--- src/rtl/fx_exp_rr_arbiter.sv ---
// Round-robin arbiter sharing one exp unit among N_REQ requesters, in-order return via a tag FIFO.
// Optional counters stat_grants/stat_stall are built when FX_EXP_ARB_STATS_EN is defined.

package fpga_cfg_pkg;
    localparam int FP_WIDTH = 32;
    localparam int QFRAC    = 16;
endpackage

module fx_exp_rr_arbiter #(
    parameter int N_REQ     = 4,
    parameter int WIDTH     = fpga_cfg_pkg::FP_WIDTH,
    parameter int TAG_DEPTH = 4
) (
    input  logic                   clk,
    input  logic                   rst,
    input  logic [N_REQ-1:0]       req_valid,
    output logic [N_REQ-1:0]       req_ready,
    input  logic [N_REQ*WIDTH-1:0] req_a,
    output logic [N_REQ-1:0]       rsp_valid,
    input  logic [N_REQ-1:0]       rsp_ready,
    output logic [WIDTH-1:0]       rsp_result,
    output logic                   exp_valid,
    input  logic                   exp_ready,
    output logic [WIDTH-1:0]       exp_a,
    input  logic                   exp_rvalid,
    output logic                   exp_rready,
    input  logic [WIDTH-1:0]       exp_result
`ifdef FX_EXP_ARB_STATS_EN
    ,
    output logic [N_REQ*32-1:0]    stat_grants,
    output logic [31:0]            stat_stall
`endif
);

    localparam int ID_W  = $clog2(N_REQ);
    localparam int PTR_W = $clog2(TAG_DEPTH);
    localparam int CNT_W = $clog2(TAG_DEPTH + 1);

    logic [ID_W-1:0]  rr_ptr;
    logic [ID_W-1:0]  gnt;
    logic [ID_W-1:0]  idx;
    logic [ID_W-1:0]  head;
    logic             found;
    logic             any_valid;
    logic             full;
    logic             not_empty;
    logic             live;
    logic             issue;
    logic             pop;
    logic [PTR_W-1:0] wr_ptr;
    logic [PTR_W-1:0] rd_ptr;
    logic [CNT_W-1:0] count;
    logic [ID_W-1:0]  tag_mem [TAG_DEPTH];
    logic [WIDTH-1:0] req_a_arr [N_REQ];

    for (genvar i = 0; i < N_REQ; i++) begin : g_unpack
        assign req_a_arr[i] = req_a[i*WIDTH +: WIDTH];
    end

    // First valid requester at or after rr_ptr, wrapping
    always_comb begin
        gnt   = '0;
        idx   = '0;
        found = 1'b0;
        for (int k = 0; k < N_REQ; k++) begin
            idx = ID_W'((int'(rr_ptr) + k) % N_REQ);
            if (!found && req_valid[idx]) begin
                found = 1'b1;
                gnt   = idx;
            end
        end
    end

    assign any_valid = |req_valid;
    assign full      = (count == CNT_W'(TAG_DEPTH));
    assign not_empty = (count != '0);
    assign live      = not_empty && !rst;
    assign head      = tag_mem[rd_ptr];

    // A pop in the same cycle never frees a slot for a push
    assign issue = any_valid && exp_ready && !full && !rst;
    assign pop   = exp_rvalid && exp_rready;

    assign exp_valid  = issue;
    assign exp_a      = req_a_arr[gnt];
    assign exp_rready = live && rsp_ready[head];
    assign rsp_result = exp_result;

    always_comb begin
        req_ready = '0;
        rsp_valid = '0;
        if (issue) begin
            req_ready[gnt] = 1'b1;
        end
        if (live && exp_rvalid) begin
            rsp_valid[head] = 1'b1;
        end
    end

    always_ff @(posedge clk) begin
        if (rst) begin
            rr_ptr <= '0;
            wr_ptr <= '0;
            rd_ptr <= '0;
            count  <= '0;
        end else begin
            if (issue) begin
                rr_ptr <= (gnt == ID_W'(N_REQ - 1)) ? '0 : gnt + ID_W'(1);
                wr_ptr <= wr_ptr + PTR_W'(1);
            end
            if (pop) begin
                rd_ptr <= rd_ptr + PTR_W'(1);
            end
            unique case ({issue, pop})
                2'b10:   count <= count + CNT_W'(1);
                2'b01:   count <= count - CNT_W'(1);
                default: count <= count;
            endcase
        end
    end

    always_ff @(posedge clk) begin
        if (issue) begin
            tag_mem[wr_ptr] <= gnt;
        end
    end

`ifndef SYNTHESIS
    always_ff @(posedge clk) begin
        if (!rst && exp_rvalid) begin
            assert (not_empty)
            else $error("exp_rvalid asserted with no tag in flight");
        end
    end
`endif

`ifdef FX_EXP_ARB_STATS_EN
    for (genvar i = 0; i < N_REQ; i++) begin : g_stat
        always_ff @(posedge clk) begin
            if (rst) begin
                stat_grants[i*32 +: 32] <= '0;
            end else if (req_ready[i] && stat_grants[i*32 +: 32] != '1) begin
                stat_grants[i*32 +: 32] <= stat_grants[i*32 +: 32] + 32'd1;
            end
        end
    end

    always_ff @(posedge clk) begin
        if (rst) begin
            stat_stall <= '0;
        end else if (any_valid && !issue && stat_stall != '1) begin
            stat_stall <= stat_stall + 32'd1;
        end
    end
`else
`endif

endmodule

--- config.mk ---
export PLATFORM = sky130hd
export DESIGN_NAME = fx_exp_rr_arbiter
export DESIGN_NICKNAME = d
export VERILOG_FILES = /design/src/rtl/fx_exp_rr_arbiter.sv
export SDC_FILE = /design/constraint.sdc
export NUM_CORES = 1
export LEC_CHECK = 0
export BUFFER_PORTS_ARGS = -buffer_cell sky130_fd_sc_hd__buf_4
export CELL_PAD_IN_SITES_DETAIL_PLACEMENT = 0
export CELL_PAD_IN_SITES_GLOBAL_PLACEMENT = 1
export CORE_MARGIN = 2
export CORE_UTILIZATION = 25
export CTS_CLUSTER_DIAMETER = 200
export DETAILED_ROUTE_END_ITERATION = 8
export PLACE_DENSITY = 0.95
export SETUP_SLACK_MARGIN = 0.3
export SYNTH_ARGS = -nofsm -noshare
export SYNTH_HDL_FRONTEND = slang
export SYNTH_SLANG_ARGS = --single-unit
--- constraint.sdc ---
create_clock -name clk -period 8.5 [get_ports clk]
set_clock_uncertainty 0.05 [all_clocks]
set_input_delay 1.7 -clock clk [delete_from_list [all_inputs] [get_ports clk]]
set_output_delay 1.7 -clock clk [all_outputs]
set_load 0.05 [all_outputs]
==> summary.md, run 1 <==
| Metric | Value |
|---|---|
| Final hold violations | `0` |
| Worst vdd ir | `77.7 µV` |
| Least-Margin Pin Slew | `1.02 ns` |
| Max incr delay on CP | `0.68 ns` |
| Synth unique cells | `36` |
| First-pass GRT wire length | `10,700 µm` |
| Pins over their slew limit | `0` |
| Startpoint type of the worst setup path | `input port` |
| Boundary pin count | `246` |
| Hold Buf Count CTS | `0` |
| Layout cells sized above 1 | `51.3%` |
| Clock root buffer | `clkbuf_8` |
| Crit-path cells | `buf_4 > inv_1 > a221oi_1 > o22a_4 > buf_4 > mux2i_1 > mux2i_1 > buf_4` |
| Critical path data required time | `6.75 ns` |
| Reg2Reg Depth | `9` |
| Fin crit share | `67.5%` |
| Top cell type's share of synthesized area | `42.3%` |
| Synth Net Count | `421` |
| Chip Width | `101 µm` |
| Sw Ratio | `46.9%` |
| Number of global-route vias before repair | `2,332` |
| Most used cell, CP | `buf_4` |
| Net total in the final layout | `563` |
| Cell taking the most area after synthesis | `mux2i_1` |
| Maximum clock rate | `174 MHz` |
| Critical Path Sink Type | `output pin` |
| Worst path bufs/invs | `4` |
| Longest Clk Path Bufs | `2` |
| # placed instances | `487` |
| Sum Neg Setup Slack | `0 ns` |
| HP Start | `rr_ptr[0]` |
| Final cell count without fillers | `491` |
| Initial core utilization | `25.6%` |
| Synthesized netlist cell count | `239` |
| CTS tree | `built` |
| Area contributors post-synth | `mux2i_1, buf_4, edfxtp_1, dfxtp_1, ha_1` |
| Post-route cell area | `3580 µm²` |
| Pint | `0.000279 W` |
| Clock network fraction of total power | `12.1%` |
| TritonCTS Buffers | `3` |
| Post-synth ARST share | `0%` |
| Die height | `101 µm` |
| Syn_area_per_cell | `9.79 µm²` |
| WL/cell | `14.2 µm` |
| IO buf count | `181` |
| DP HPWL | `5890 µm` |
| CP top delay family | `buffers and inverters` |
| Final ANT Viol Nets | `0` |
| Status | `completed` |
| Final setup vio count | `0` |
| Die area | `10,200 µm²` |
| Total Wirelength | `6980 µm` |
| # diodes | `0` |
| Row cnt | `35` |
| Synthesis-stage register bit count | `19` |
| Combinational share of power | `67.9%` |
| Clk Latency, worst-skew pair | `0.25 ns` |
| Vias per cell | `4.61` |
| GRT Util Overall | `13.0%` |
| Worst hold stages | `2` |
| Gr ovfl total | `0` |
| DRT Pass-1 Iters | `4` |
| Max-cap violations | `0` |
| DRC | `0` |
| Post-Syn Area | `2340 µm²` |
| Clk slew on worst S/H paths | `0.07 ns` |
| P per Cell Area | `147 nW/µm²` |
| Flop pwr share | `20.0%` |
| Crit Path Category | `input port to output pin` |
| # clock sinks | `19` |
| Largest net degree at the start of global routing | `48` |
| Total Power | `0.000525 W` |
| Min cycle time layout | `5.74 ns` |
| Core region area | `9150 µm²` |
| Worst Setup SP | `req_valid[3]` |
| Leakage power | `1.71 nW` |
| Slowest CP cell | `buf_4` |
| Primary FF master, synth | `dfxtp_1` |
| DRT iter0 DRCs | `40` |
| Seq/Total Area, Yosys | `19.7%` |
| Critical path arrival | `3.99 ns` |
| HP Class | `register to register` |
| Syn-to-layout area delta | `53.0%` |
| Peak fanout along the critical path | `47` |
| Yosys warning total | `0` |
| EDFF count, synth | `8` |
| Psw | `0.000246 W` |
| Vias | `2,264` |
| Number of setup buffers added after CTS | `0` |
| CP Depth | `8` |
| Post_cts resized | `0` |
| Slew headroom | `32.0%` |
| Placed Area | `3530 µm²` |
| Initial antenna violation count | `0` |
| H-tree depth | `1` |
| Unrepaired setup endpoints after global routing | `no` |
| Placer Congestion | `0.763` |
power by group through the flow:
stage	combinational (W)	sequential (W)	clock (W)
global placement	0.000356	0.000106	0
global route	0.000379	0.000105	0.0000687
floorplan	0.000283	0.000106	0
CTS	0.000360	0.000105	0.0000647
detailed placement	0.000359	0.000107	0
finish	0.000357	0.000105	0.0000635
cell families (layout without fill, tap and decap cells):
logic type / count (synthesis) / count (layout) / share of synthesized area, %
buffers and inverters: 57 / 198 / 15.7
XOR/XNOR: 4 / 4 / 1.50
AO/OA/AOI/OAI: 16 / 16 / 5.18
AND/OR/NAND/NOR: 32 / 32 / 7.86
multiplexers: 101 / 101 / 44.4
adder cells (fa/ha/maj): 10 / 10 / 5.67
flip-flops: 19 / 19 / 19.7
worst reg2reg max path: stages (launching register included):
cell,delay (ns)
dfxtp_1,0.37
mux4_1,0.69
mux2i_1,0.19
o22ai_2,0.25
ha_1,0.22
inv_1,0.06
fa_1,0.37
xor2_1,0.16
or3_1,0.31
a21oi_1,0.13
per-stage QoR:
step / hold slack (ns) / util (%) / worst slack (ns)
final: 0.409 / 39.1 / 2.76
after global routing: 0.424 / 39.1 / 2.58
after CTS: 0.411 / 39.1 / 2.77
after detailed placement: 0.401 / 38.6 / 2.78
after global placement: 0.388 / 38.6 / 2.81
after floorplan: 0.378 / - / 2.32
synthesized netlist by cell type (2+ instances only):
cell type  number
ha_1            9
mux2i_1        99
nand2b_1        2
nand2_1         4
a21oi_1         5
o21ai_0         2
a221oi_1        2
buf_4          36
or3_1           2
inv_1          11
xnor2_1         2
nor2_1          8
and2_1          8
dfxtp_1        11
o31ai_1         2
xor2_1          2
and2b_2         2
edfxtp_1        8
buf_2           7
cell usage in the layout, fill, tap and decap left out, types with 2 or more instances in the layout:
cell	n
a221oi_1	2
clkbuf_8	3
inv_1	11
and2b_2	2
dfxtp_1	11
a21oi_1	5
xnor2_1	2
ha_1	9
mux2i_1	99
nor2_1	8
nand2b_1	2
and2_1	8
o31ai_1	2
nand2_1	4
buf_4	182
xor2_1	2
edfxtp_1	8
o21ai_0	2
or3_1	2
worst paths after layout:
kind	end	slack [ns]
worst max-delay path	exp_a[5]	2.76
worst min-delay path	rr_ptr[0]	0.41
worst max register to register	count[2]	5.63
worst min register to register	rr_ptr[0]	0.41
routing by layer:
layer / GRT usage (%) / vias up / share of wire, %
met5: 0 / - / 0
met3: 3.88 / 8 / 7.8
met2: 25.4 / 107 / 55
met1: 13.4 / 1049 / 35
li1: - / 1100 / -
met4: 2.85 / 0 / 1.7
final cells by class:
cell class | count | area (µm²)
multi-input cells | 163 | 1520
repair buffers | 182 | 1370
well taps | 111 | 139
fillers | 894 | 5570
clock inverters | 1 | 7.51
inverters | 12 | 45.0
clock buffers | 3 | 41.3
flip-flops and latches | 19 | 460
Note: power is estimated with default switching activity, not from simulation.
==> run 2: changes to the inputs <==
ABC_AREA = 1   (was not set)
PLACE_DENSITY = 0.92   (was 0.95)
clock period = 5.5 ns   (was 8.5 ns; I/O delays follow)
==> run 2 against run 1 <==
  * Clock power rose by 130%
  * First-iteration DRC count rose to 3.3 times the previous value
  * Final cell count rose by 81%
  * Utilization fell by 3.6 points
  * Non-clock buffer count rose by 4
  * Worst setup slack got worse by 1.4 ns
  * Critical path type unchanged
  * Largest cell class unchanged
==> summary.md, run 2 <==
| Metric | Value |
|---|---|
| Chip Width | `117 µm` |
| Die height | `117 µm` |
| Seq/Total Area, Yosys | `14.4%` |
| WL/cell | `11.3 µm` |
| Boundary pin count | `246` |
| Sum Neg Setup Slack | `0 ns` |
| Number of setup buffers added after CTS | `0` |
| Number of global-route vias before repair | `3,317` |
| Filler Cell Count | `1,395` |
| Synthesized netlist cell count | `588` |
| First-pass GRT wire length | `15,200 µm` |
| Initial antenna violation count | `0` |
| Multiplexer share of the synthesized area | `0%` |
| Vias | `3,749` |
| DRT Pass-1 Iters | `4` |
| Initial core utilization | `25.4%` |
| EDFF count, synth | `8` |
| Peak fanout along the critical path | `64` |
| DRC | `0` |
| Most frequent cell after synthesis | `inv_1` |
| P per Cell Area | `324 nW/µm²` |
| Gr ovfl total | `0` |
| Final ANT Viol Nets | `0` |
| Post-Synth Simple-Gate Area | `44.1%` |
| Most frequent cells in the layout | `buf_4, inv_1, nand2_1, nand3_1, nor2_1` |
| GRT Util Overall | `13.6%` |
| Pins over their slew limit | `0` |
| Compound-Gate Fraction of Synth Area | `3.83%` |
| CTS tree | `built` |
| DRT iter0 DRCs | `131` |
| Unrepaired setup endpoints after global routing | `no` |
| Placer Congestion | `0.787` |
| Status | `completed` |
| Primary FF master, synth | `dfxtp_1` |
| Commonest non-fill, non-tap cell in the layout | `buf_4` |
| Total Wirelength | `10,000 µm` |
| Post-Syn Area | `3200 µm²` |
| Largest net degree at the start of global routing | `65` |
| Adder and majority gate portion of the synthesized area | `4.15%` |
| Main combinational cell family by area after synthesis | `simple AND/OR/NAND/NOR gates` |
| Min cycle time layout | `4.17 ns` |
| Yosys warning total | `0` |
| Final setup vio count | `0` |
| Fin crit share | `75.8%` |
| Synthesis-stage register bit count | `19` |
| # clock sinks | `19` |
| DP HPWL | `7650 µm` |
| Least-Margin Pin Slew | `0.689 ns` |
| Net total in the final layout | `900` |
| IO buf count | `181` |
| Top cell type's share of synthesized area | `21.1%` |
| Layout cells sized above 1 | `28.5%` |
| Top cells by count, synth | `inv_1, nand2_1, nand3_1` |
| Syn-to-layout area delta | `39.7%` |
| Maximum clock rate | `240 MHz` |
| Cell taking the most area after synthesis | `nand3_1` |
| Longest Clk Path Bufs | `2` |
| Max-cap violations | `0` |
| Leakage power | `2.77 nW` |
| H-tree depth | `1` |
| Critical Path Sink Type | `output pin` |
| Clock root buffer | `clkbuf_16` |
| Die area | `13,700 µm²` |
| Core region area | `12,600 µm²` |
| Slew headroom | `54.1%` |
| Synth Net Count | `770` |
| Vias per cell | `4.22` |
| Clk slew on worst S/H paths | `0.05 ns` |
| Worst vdd ir | `205 µV` |
| Crit Path Category | `input port to output pin` |
| Post-synth ARST share | `0%` |
| Syn_area_per_cell | `5.44 µm²` |
| # diodes | `0` |
| Row cnt | `41` |
| Synth unique cells | `29` |
| Hold Buf Count CTS | `0` |
| Critical path arrival | `3.02 ns` |
| Critical path data required time | `4.35 ns` |
| Area contributors post-synth | `nand3_1, inv_1, nand2_1, buf_4, edfxtp_1` |
| TritonCTS Buffers | `3` |
| Startpoint type of the worst setup path | `input port` |
| HP Class | `register to register` |
| Final hold violations | `0` |
| Post_cts resized | `0` |
| Clk Latency, worst-skew pair | `0.25 ns` |
| Final core occ | `35.5%` |
| Post-Synth XOR/XNOR Area | `0.274%` |
[run 2: cell count changes in the layout (fill, tap and decap cells not counted), sizes merged, moves of 4 or more]
cell	before	now
nand3	0	137
nand2	4	142
a21oi	5	9
mux2i	99	0
nor2	8	21
buf	182	186
inv	12	164
and2	8	0
o21ai	2	11
nand4	0	5
[run 2: per-stage QoR]
stage	hold WS (ns)	area (µm²)	cells	total power, W	setup WS [ns]
3_3_place_gp	0.407	4390	885	0.00131	1.31
4_1_cts	0.425	4470	889	0.00147	1.30
6_report	0.421	4470	889	0.00145	1.33
2_1_floorplan	0.393	3200	588	0.00105	1.46
3_5_place_dp	0.414	4390	885	0.00132	1.30
5_1_grt	0.459	4470	889	0.00155	1.08
[run 2: path summary, 6_finish.rpt]
kind / start / cells after the start / end / slack (ns)
max: req_valid[3] / 13 / exp_a[20] / 1.33
max reg2reg: register / 16 / count[2] / 2.96
min reg2reg: count[0] / 1 / count[0] / 0.42
min: count[0] / 1 / count[0] / 0.42
[run 2: final cells by class]
cell class                      count  area [µm²]  area share, %
Inverter                          164         621           13.9
Clock buffer                        4        78.8           1.76
Tap cell                          172         215           4.82
Timing Repair Buffer              186        1410           31.5
Multi-Input combinational cell    344        1680           37.7
Sequential cell                    19         460           10.3
[run 2: layer usage]
| metal | vias up | GRT usage (%) | share of wire [%] |
|---|---|---|---|
| met5 | - | 0 | 0 |
| met4 | 0 | 5.18 | 2.2 |
| met2 | 134 | 24.4 | 49 |
| met1 | 1600 | 16.6 | 42 |
| met3 | 27 | 1.85 | 6.4 |
| li1 | 1988 | - | - |
[run 2: critical path, cell delays in order]
cell     delay [ns]
buf_4          0.11
inv_1          0.06
nand2_1        0.07
nand2_1        0.10
nor2_1         0.05
nor2_2         0.22
nand2_1        0.10
nand2_2        0.08
buf_4          0.53
nand3_1        0.13
nand3_1        0.15
nand2_1        0.07
buf_4          0.19
[run 2: cell families (layout without fill, tap and decap cells)]
group                    after synthesis  in the layout
AND/OR/NAND/NOR                      310            310
buffers and inverters                225            354
AO/OA/AOI/OAI                         23             23
flip-flops                            19             19
adder cells (fa/ha/maj)               10             10
XOR/XNOR                               1              1
[run 2: where the power goes]
group	internal [W]	total (W)	switching [W]	leakage (nW)
clock	0.0000985	0.000148	0.0000493	0.0382
combinational	0.000354	0.00113	0.000779	2.57
sequential	0.000160	0.000168	0.00000808	0.164
total	0.000613	0.00145	0.000836	2.77
==> run 3: changes to the inputs <==
clock period = 4.25 ns   (was 5.5 ns; I/O delays follow)
==> run 3 against run 2 <==
  * Count of clock-buffer cells in the layout shrank 1
  * Final cell count grew 0.45%
  * Sequential share of layout area shrank 0.10 points
  * First-iteration DRC count grew 5.3%
  * Via count grew 0.45%
  * Combinational power grew 32%
  * Hold slack gained 0.0012 ns
  * Power grew 31%
  * Clock power grew 30%
  * Routed wire length shrank 2.6%
  * Design area grew 0.98%
==> summary.md, run 3 (synthesis gave the netlist of run 2 again) <==
| Metric | Value |
|---|---|
| Status | `completed` |
| P per Cell Area | `420 nW/µm²` |
| Final setup vio count | `0` |
| Min cycle time layout | `3.50 ns` |
| CTS tree | `built` |
| DRT Pass-1 Iters | `4` |
| Fin crit share | `82.4%` |
| WL met2 | `4690 µm` |
| Slew headroom | `55.6%` |
| Clk slew on worst S/H paths | `0.05 ns` |
| Maximum clock rate | `285 MHz` |
| DRC | `0` |
| GRT Util Overall | `13.4%` |
| TritonCTS Buffers | `3` |
| Boundary pin count | `246` |
| Critical Path Sink Type | `output pin` |
| CP top delay family | `simple AND/OR/NAND/NOR gates` |
| Crit Path Category | `input port to output pin` |
| Initial core utilization | `25.4%` |
| Die area | `13,700 µm²` |
| Sink of the worst hold path | `count[0]` |
| Largest net degree at the start of global routing | `65` |
| Longest Clk Path Bufs | `2` |
| R2R setup slack | `1.75 ns` |
| Slowest CP cell | `buf_4` |
| Hold_ws | `0.422 ns` |
| Critical path arrival | `2.60 ns` |
| Reg2Reg Depth | `16` |
| Post_cts resized | `0` |
| Max layer used | `met4` |
| HP Class | `register to register` |
| Number of global-route vias before repair | `3,295` |
| Vias | `3,766` |
| DP HPWL | `7790 µm` |
| H-tree depth | `1` |
| Clk Latency, worst-skew pair | `0.25 ns` |
| Critical path data required time | `3.35 ns` |
| Vias per cell | `4.22` |
| Reg area | `460 µm²` |
| Layout cells sized above 1 | `29.0%` |
| Unrepaired setup endpoints after global routing | `no` |
| Leakage power | `2.80 nW` |
| Max-cap violations | `0` |
| DRT iter0 DRCs | `138` |
| IO buf count | `181` |
| Filler Cell Count | `1,423` |
| Syn-to-layout area delta | `41.0%` |
| Crit-path cells | `buf_4 > inv_1 > nand2_1 > nand2_1 > nor2_1 > nor2_2 > nand4_4 > buf_4 > nand3_1 > nand3_1 > nand2_1 > buf_4` |
| Final core occ | `35.9%` |
| Gr ovfl total | `0` |
| Total Wirelength | `9760 µm` |
| Core region area | `12,600 µm²` |
| WL met1 | `4090 µm` |
| Final hold violations | `0` |
| Most frequent cells in the layout | `buf_4, inv_1, nand2_1, nand3_1, nor2_1` |
| First-pass GRT wire length | `14,900 µm` |
| Max incr delay on CP | `0.52 ns` |
| Placer Congestion | `0.775` |
| Row cnt | `41` |
| Net total in the final layout | `904` |
| Met3 WL | `705 µm` |
| # diodes | `0` |
| Least-Margin Pin Slew | `0.666 ns` |
| Hold Buf Count CTS | `0` |
| Peak fanout along the critical path | `64` |
| Worst flop-to-flop path endpoint | `count[2]` |
| WL/cell | `10.9 µm` |
| Pins over their slew limit | `0` |
| Worst Setup SP | `req_valid[3]` |
| Total Power | `0.00189 W` |
| Worst hold stages | `1` |
| Number of setup buffers added after CTS | `0` |
| Commonest non-fill, non-tap cell in the layout | `buf_4` |
| Startpoint type of the worst setup path | `input port` |
| Sum Neg Setup Slack | `0 ns` |
| Multi-input logic area | `1680 µm²` |
| Final ANT Viol Nets | `0` |
| Worst vdd ir | `218 µV` |
| Chip Width | `117 µm` |
| Clock root buffer | `clkbuf_16` |
| HP Start | `count[0]` |
| # clock sinks | `19` |
| Die height | `117 µm` |
| Initial antenna violation count | `0` |
| Worst path bufs/invs | `4` |
run 3: cell count changes in the layout (fill, tap and decap cells not counted), sizes merged:
| cell | previous run | this run |
|---|---|---|
| buf | 186 | 190 |
| clkinv | 0 | 1 |
| clkbuf | 4 | 3 |
run 3: metrics by stage:
stage | setup slack, ns | instances | cell area [µm²]
floorplan | 0.708 | 588 | 3200
global placement | 0.713 | 889 | 4430
detailed placement | 0.732 | 889 | 4430
CTS | 0.723 | 893 | 4510
global route | 0.557 | 893 | 4510
finish | 0.746 | 893 | 4510
run 3: final cells by class:
cell class | instances | area share [%]
flip-flops and latches | 19 | 10.2
clock inverters | 1 | 0.111
inverters | 164 | 13.8
repair buffers | 190 | 32.2
multi-input cells | 344 | 37.3
well taps | 172 | 4.77
clock buffers | 3 | 1.66
run 3: worst max path at each step:
stage,end,depth (start not counted),slack (ns)
2_1_floorplan,req_ready[0],16,0.71
3_3_place_gp,exp_a[20],12,0.71
3_5_place_dp,exp_a[14],13,0.73
4_1_cts,exp_a[14],13,0.72
5_1_grt,exp_a[23],13,0.56
6_report,exp_a[0],12,0.75
run 3: power breakdown:
part           total [W]  internal [W]  switching, W
Sequential      0.000216      0.000207    0.00000962
Clock           0.000192      0.000126     0.0000657
Combinational    0.00149      0.000477       0.00101
run 3: metal layers:
| metal | GRT usage, % | vias to the layer above |
|---|---|---|
| li1 | - | 1997 |
| met1 | 16.5 | 1619 |
| met2 | 23.4 | 124 |
| met3 | 2.32 | 26 |
| met4 | 4.78 | 0 |
| met5 | 0 | - |
